### src/rtl/cafe_state_monitor.sv
// Passive protocol checker for the coffee-machine controller state bus.
// Optional brew-cycle length measurement is built when CAFE_MON_CYCLE_LEN_EN is defined.
module cafe_state_monitor #(
  parameter int CUP_W = 16,
  parameter int LEN_W = 8
) (
  input  logic             clk,
  input  logic             rst_n,
  input  logic [3:0]       state_in,
  input  logic             start_in,
  input  logic             clear,
  output logic             err_pulse,
  output logic [2:0]       err_code,
  output logic             err_sticky,
  output logic [CUP_W-1:0] cups_done,
  output logic [LEN_W-1:0] cycle_len,
  output logic             len_valid,
  output logic             water_seen,
  output logic             synced
);

  typedef enum logic [0:0] {
    ST_SYNC  = 1'b0,
    ST_CHECK = 1'b1
  } mon_state_t;

  localparam logic [2:0] E_NONE    = 3'd0;
  localparam logic [2:0] E_ILLEGAL = 3'd1;
  localparam logic [2:0] E_STALL   = 3'd2;
  localparam logic [2:0] E_START   = 3'd3;
  localparam logic [2:0] E_WATER   = 3'd4;
  localparam logic [2:0] E_BAD     = 3'd5;

  localparam logic [3:0] S_IDLE     = 4'd1;
  localparam logic [3:0] S_LIGAR    = 4'd2;
  localparam logic [3:0] S_VERIFICAR = 4'd3;
  localparam logic [3:0] S_ENCHER   = 4'd4;
  localparam logic [3:0] S_MOER     = 4'd5;
  localparam logic [3:0] S_EXTRACAO = 4'd9;

  localparam logic [CUP_W-1:0] CUP_MAX = {CUP_W{1'b1}};
  localparam logic [CUP_W-1:0] CUP_ONE = {{(CUP_W-1){1'b0}}, 1'b1};

  // Classify one sampled transition; codes are checked in priority order.
  function automatic logic [2:0] classify_step(
    input logic [3:0] prev,
    input logic [3:0] cur,
    input logic       start_d,
    input logic       water
  );
    logic [2:0] code;
    code = E_NONE;
    if ((cur == 4'd0) || (cur > 4'd9)) begin
      code = E_ILLEGAL;
    end else if ((cur == prev) && (cur != S_IDLE)) begin
      code = E_STALL;
    end else begin
      case (prev)
        4'd1: begin
          if (cur == S_IDLE)       code = start_d ? E_START : E_NONE;
          else if (cur == S_LIGAR) code = start_d ? E_NONE : E_START;
          else                     code = E_BAD;
        end
        4'd2: code = (cur == 4'd3) ? E_NONE : E_BAD;
        4'd3: begin
          if (cur == S_ENCHER)     code = water ? E_WATER : E_NONE;
          else if (cur == S_MOER)  code = water ? E_NONE : E_WATER;
          else                     code = E_BAD;
        end
        4'd4: code = (cur == 4'd3) ? E_NONE : E_BAD;
        4'd5: code = (cur == 4'd6) ? E_NONE : E_BAD;
        4'd6: code = (cur == 4'd7) ? E_NONE : E_BAD;
        4'd7: code = (cur == 4'd8) ? E_NONE : E_BAD;
        4'd8: code = (cur == 4'd9) ? E_NONE : E_BAD;
        4'd9: code = (cur == 4'd1) ? E_NONE : E_BAD;
        default: code = E_BAD;
      endcase
    end
    return code;
  endfunction

  mon_state_t       state_r, state_nxt_s;
  logic [3:0]       prev_state_r;
  logic             start_d_r;
  logic [2:0]       step_code_s;
  logic             in_check_s;
  logic             violation_s;
  logic             cup_event_s;

  logic             err_pulse_r, err_pulse_nxt_s;
  logic [2:0]       err_code_r, err_code_nxt_s;
  logic             err_sticky_r, err_sticky_nxt_s;
  logic [CUP_W-1:0] cups_done_r, cups_done_nxt_s;
  logic             water_seen_r, water_seen_nxt_s;
  logic             synced_r, synced_nxt_s;

  // Transition classification and the events derived from it.
  always_comb begin
    step_code_s = classify_step(prev_state_r, state_in, start_d_r, water_seen_r);
    in_check_s  = (state_r == ST_CHECK);
    violation_s = in_check_s && (step_code_s != E_NONE);
    cup_event_s = in_check_s && !violation_s &&
                  (prev_state_r == S_EXTRACAO) && (state_in == S_IDLE);
  end

  // Monitor FSM state register plus the one-sample history of the bus.
  always_ff @(posedge clk or negedge rst_n) begin
    if (!rst_n) begin
      state_r      <= ST_SYNC;
      prev_state_r <= S_IDLE;
      start_d_r    <= 1'b0;
    end else begin
      state_r      <= state_nxt_s;
      prev_state_r <= state_in;
      start_d_r    <= start_in;
    end
  end

  // Next-state logic: a violation drops back to SYNC unless IDLE is already on the bus.
  always_comb begin
    state_nxt_s = state_r;
    case (state_r)
      ST_SYNC: begin
        if (state_in == S_IDLE) state_nxt_s = ST_CHECK;
        else                    state_nxt_s = ST_SYNC;
      end
      ST_CHECK: begin
        if (violation_s && (state_in != S_IDLE)) state_nxt_s = ST_SYNC;
        else                                     state_nxt_s = ST_CHECK;
      end
      default: state_nxt_s = ST_SYNC;
    endcase
  end

  // Output next values; a violation beats clear on err_sticky, clear beats a cup increment.
  always_comb begin
    err_pulse_nxt_s = violation_s;
    if (violation_s) err_code_nxt_s = step_code_s;
    else             err_code_nxt_s = err_code_r;
    if (violation_s) err_sticky_nxt_s = 1'b1;
    else if (clear)  err_sticky_nxt_s = 1'b0;
    else             err_sticky_nxt_s = err_sticky_r;
    if (clear)                                    cups_done_nxt_s = {CUP_W{1'b0}};
    else if (cup_event_s && (cups_done_r != CUP_MAX)) cups_done_nxt_s = cups_done_r + CUP_ONE;
    else                                          cups_done_nxt_s = cups_done_r;
    water_seen_nxt_s = water_seen_r | (state_in == S_ENCHER);
    synced_nxt_s     = (state_nxt_s == ST_CHECK);
  end

  // Output registers.
  always_ff @(posedge clk or negedge rst_n) begin
    if (!rst_n) begin
      err_pulse_r  <= 1'b0;
      err_code_r   <= 3'd0;
      err_sticky_r <= 1'b0;
      cups_done_r  <= {CUP_W{1'b0}};
      water_seen_r <= 1'b0;
      synced_r     <= 1'b0;
    end else begin
      err_pulse_r  <= err_pulse_nxt_s;
      err_code_r   <= err_code_nxt_s;
      err_sticky_r <= err_sticky_nxt_s;
      cups_done_r  <= cups_done_nxt_s;
      water_seen_r <= water_seen_nxt_s;
      synced_r     <= synced_nxt_s;
    end
  end

  assign err_pulse  = err_pulse_r;
  assign err_code   = err_code_r;
  assign err_sticky = err_sticky_r;
  assign cups_done  = cups_done_r;
  assign water_seen = water_seen_r;
  assign synced     = synced_r;

`ifdef CAFE_MON_CYCLE_LEN_EN
  localparam logic [LEN_W-1:0] LEN_MAX = {LEN_W{1'b1}};
  localparam logic [LEN_W-1:0] LEN_ONE = {{(LEN_W-1){1'b0}}, 1'b1};

  logic             run_start_s;
  logic [LEN_W-1:0] cycle_cnt_r;
  logic [LEN_W-1:0] cycle_len_r;
  logic             len_valid_r;

  always_comb begin
    run_start_s = in_check_s && !violation_s &&
                  (prev_state_r == S_IDLE) && (state_in == S_LIGAR);
  end

  // Running brew length: restarted by a legal start, discarded by any violation.
  always_ff @(posedge clk or negedge rst_n) begin
    if (!rst_n) begin
      cycle_cnt_r <= {LEN_W{1'b0}};
      cycle_len_r <= {LEN_W{1'b0}};
      len_valid_r <= 1'b0;
    end else begin
      if (violation_s) begin
        cycle_cnt_r <= {LEN_W{1'b0}};
      end else if (run_start_s) begin
        cycle_cnt_r <= LEN_ONE;
      end else if (in_check_s && (state_in != S_IDLE) && (cycle_cnt_r != LEN_MAX)) begin
        cycle_cnt_r <= cycle_cnt_r + LEN_ONE;
      end else begin
        cycle_cnt_r <= cycle_cnt_r;
      end
      if (cup_event_s) cycle_len_r <= cycle_cnt_r;
      else             cycle_len_r <= cycle_len_r;
      len_valid_r <= cup_event_s;
    end
  end

  assign cycle_len = cycle_len_r;
  assign len_valid = len_valid_r;
`else
  assign cycle_len = {LEN_W{1'b0}};
  assign len_valid = 1'b0;
`endif

endmodule

### config.mk
export PLATFORM = sky130hd
export DESIGN_NAME = cafe_state_monitor
export DESIGN_NICKNAME = d
export VERILOG_FILES = /design/src/rtl/cafe_state_monitor.sv
export SDC_FILE = /design/constraint.sdc
export NUM_CORES = 1
export LEC_CHECK = 0
export ABC_AREA = 1
export CAP_MARGIN = 20
export CORE_UTILIZATION = 40
export DETAILED_ROUTE_END_ITERATION = 10
export GPL_ROUTABILITY_DRIVEN = 0
export PLACE_DENSITY_LB_ADDON = 0.3
export SLEW_MARGIN = 15
export SYNTH_ARGS = -nofsm -noshare
export SYNTH_HDL_FRONTEND = slang
export SYNTH_SLANG_ARGS = --single-unit
### constraint.sdc
create_clock -name clk -period 2.35 [get_ports clk]
set_input_delay 0.235 -clock clk [delete_from_list [all_inputs] [get_ports clk]]
set_output_delay 0.235 -clock clk [all_outputs]
set_load 0.03 [all_outputs]
==> impl_metrics.toml <==
[floorplan]
ioPinCount = 40
core_um2 = 4414
dieHeight_um = 70.45
start_util_pct = 42.46
die_area_um2 = 4963
die_w_um = 70.45
num_rows = 24

[grt]
grt_use_total_pct = 18.24
antenna_found_initial = 0
grt_max_degree = 29
grt-ovfl-total = 0
grt_pass1_vias = 1570
grt_pass1_wl_mm = 7.258

[timing]
hold_ws_ns = 0.3260
worst_slew_pin_slew_ns = 0.5370
fmax_mhz = 478.8
post-route-period-util_pct = 88.88
setup_viol_count_final = 0
max_slew_margin_pct = 63.98
setup_ws_ns = 0.2614
fin_worst_skew_ns = 0.004381
final.setup.tns_ns = 0
rsz0062_at_grt = "false"
hold_violations = 0
min_period_ns = 2.089
slew_violations = 0

[place]
dp_hpwl_mm = 3.297
place_ws_ns = 0.07558
portBuffers = 30

[critical_path]
cpPeakStageDelay_ns = 0.45
cp.buffers_inverters = 1
worstSetupPathType = "register to register"
r2r_setup_slack_ns = 0.26
slowest_stage = "dfrtp_1"
end_kind = "register"
worstPathMaxFanout = 8
crit_chain = "ha_1, nand2_1, nor2_1, nand3_1, nor2_1, nor3b_1, nand4_4, buf_4, nand3_1, nand2_1"
required_ns = 2.52
start_kind = "register"
rr_endpoint = "cups_done[5]$_DFFE_PN0P_"
crit_family = "simple AND/OR/NAND/NOR gates"
worst-r2r-cell-count = 10
r2r_start = "cups_done[0]$_DFFE_PN0P_"
cp.arrival_ns = 2.25

[pwr]
leakage_nw = 1.116
p_int_w = 0.0007201
switching_share_pct = 31.03
clock_power_share_pct = 24.9
seqPwrFrac_pct = 51.0
comb_power_share_pct = 24.1
powerDensity_nw_per_um2 = 452.0
ir_worst_vdd_v = 0.0003481
p_switching_w = 0.0003239

[route]
drt-pass1-iter-count = 5
via_per_inst = 4.758
vias = 1751
wire_per_inst_um = 11.30
drtIter0Drc = 145
drc = 0
drt_wl_total_mm = 4.157
ant_nets = 0

[clock_network]
cts_tree = "yes"
holdBufCountCts = 0
path_clk_slew_ns = 0.09
clkLatencyLatePin_ns = 0.27
cts_sinks = 28
post-cts-setup-buffer-count = 0
h-tree-depth = 1
cts_buffers = 3
cts_buffer_depth = 2
cts_resized = 0
ctsRootBufferMaster = "clkbuf_8"

[status]
status = "finished, final reports clean"

[synthesis]
synth_cells = 276
ys_seq_elements = 28
yosysWarnings = 0
synth_seq_area_share_pct = 37.45
synth.distinct_cells = 30
syn-cell-area_um2 = 1874
synthAdderAreaFrac_pct = 0.6676
synth_compound_area_share_pct = 2.470
synthSimpleGateAreaFrac_pct = 43.59
synth_top_family_by_area = "simple AND/OR/NAND/NOR gates"
synth-xor-area-share_pct = 6.542
syn_area_per_cell_um2 = 6.791
synthMuxAreaShare_pct = 0

[final_layout]
fin_nets = 326
fill_cells = 453
syn_to_final_growth_pct = 23.23
drive_gt1_share_pct = 7.278
antenna_cells = 0

[run]
cap_violations = 0

[min_path]
hold_class = "input port to async pin"
==> flip-flops by register name, indices dropped and copies added, names as in the netlist <==
name and flops:
err_code 3, cups_done 16, water_seen 1, synced 1, err_pulse 1, start_d_r 1, prev_state_r 4, err_sticky 1
==> kinds of logic (layout without fill, tap and decap cells) <==
family | Yosys count | after routing
DFF | 28 | 28
xor gates and xnor gates | 14 | 14
buffers and inverters | 34 | 66
other | 1 | 9
adders and majority gates | 1 | 1
AOI/OAI and AO/OA | 7 | 7
and+or+nand+nor | 191 | 191
==> worst max-delay path by stage <==
stage	cells after the start	start	end	slack [ns]
5_1_grt	10	cups_done[0]$_DFFE_PN0P_	cups_done[1]$_DFFE_PN0P_	0.14
2_1_floorplan	10	cups_done[0]$_DFFE_PN0P_	cups_done[1]$_DFFE_PN0P_	0.31
3_5_place_dp	13	state_in[3]	cups_done[5]$_DFFE_PN0P_	0.08
6_report	10	cups_done[0]$_DFFE_PN0P_	cups_done[5]$_DFFE_PN0P_	0.26
3_3_place_gp	13	state_in[2]	cups_done[0]$_DFFE_PN0P_	0.13
4_1_cts	10	cups_done[0]$_DFFE_PN0P_	cups_done[5]$_DFFE_PN0P_	0.27
==> per-layer routing <==
metal / GRT usage, % / vias up / share of wire (%)
met3: 3.752 / 6 / 5.1
li1: - / 925 / -
met4: 7.111 / 0 / 1.6
met1: 25.41 / 772 / 50
met5: 0 / - / 0
met2: 27.51 / 48 / 43
==> power groups by stage <==
| stage | Sequential, W | Clock, W | Combinational, W |
|---|---|---|---|
| 6_report | 0.000532 | 0.000260 | 0.000252 |
| 5_1_grt | 0.000538 | 0.000292 | 0.000281 |
| 4_1_cts | 0.000532 | 0.000276 | 0.000253 |
| 3_5_place_dp | 0.000542 | 0 | 0.000253 |
| 3_3_place_gp | 0.000542 | 0 | 0.000250 |
| 2_1_floorplan | 0.000582 | 0 | 0.000123 |
==> area by class of cell <==
cell class / instances / area [µm²] / area share, %
inverters: 20 / 75.07 / 3.250
flip-flops and latches: 28 / 701.9 / 30.39
repair buffers: 42 / 390.4 / 16.90
well taps: 52 / 65.06 / 2.817
multi-input cells: 222 / 1032 / 44.69
clock buffers: 4 / 45.04 / 1.950
==> through the flow <==
| stage | util, % | power, W | cell area, µm² | instances |
|---|---|---|---|---|
| 2_1_floorplan | - | 0.0007048 | 1904 | 284 |
| 3_3_place_gp | 51.30 | 0.0007916 | 2265 | 364 |
| 3_5_place_dp | 51.30 | 0.0007948 | 2265 | 364 |
| 4_1_cts | 52.32 | 0.001062 | 2310 | 368 |
| 5_1_grt | 52.32 | 0.001111 | 2310 | 368 |
| 6_report | 52.32 | 0.001044 | 2310 | 368 |
==> cells in the final DEF (no fill, tap or decap), types with 3 or more instances in the layout <==
cell and count:
nand2_1 100, inv_1 19, nor2_1 46, xnor2_1 4
nand4_1 3, nand3_1 30, clkbuf_8 3, clkdlybuf4s50_1 30
conb_1 9, nor2_2 3, dfrtp_1 27, xor2_1 10
buf_4 12
==> cell usage after synthesis, drive strengths merged <==
cell type | number | area (µm²)
dfstp | 1 | 26.28
dfrtp | 27 | 675.7
a22oi | 1 | 7.510
o31ai | 1 | 7.510
nor3b | 2 | 15.01
nor2 | 50 | 202.7
a31oi | 1 | 6.260
o21ai | 2 | 10.01
conb | 1 | 3.750
o211ai | 1 | 7.510
clkinv | 1 | 3.750
buf | 11 | 83.82
nand3 | 30 | 150.1
nand4 | 4 | 40.04
ha | 1 | 12.51
nor3 | 2 | 10.01
xnor2 | 4 | 35.03
xor2 | 10 | 87.58
nor4 | 1 | 6.260
clkbuf | 3 | 11.26
nand2 | 102 | 392.9
o21bai | 1 | 7.510
inv | 19 | 71.32
No activity file was read; power rests on OpenSTA's default activity.
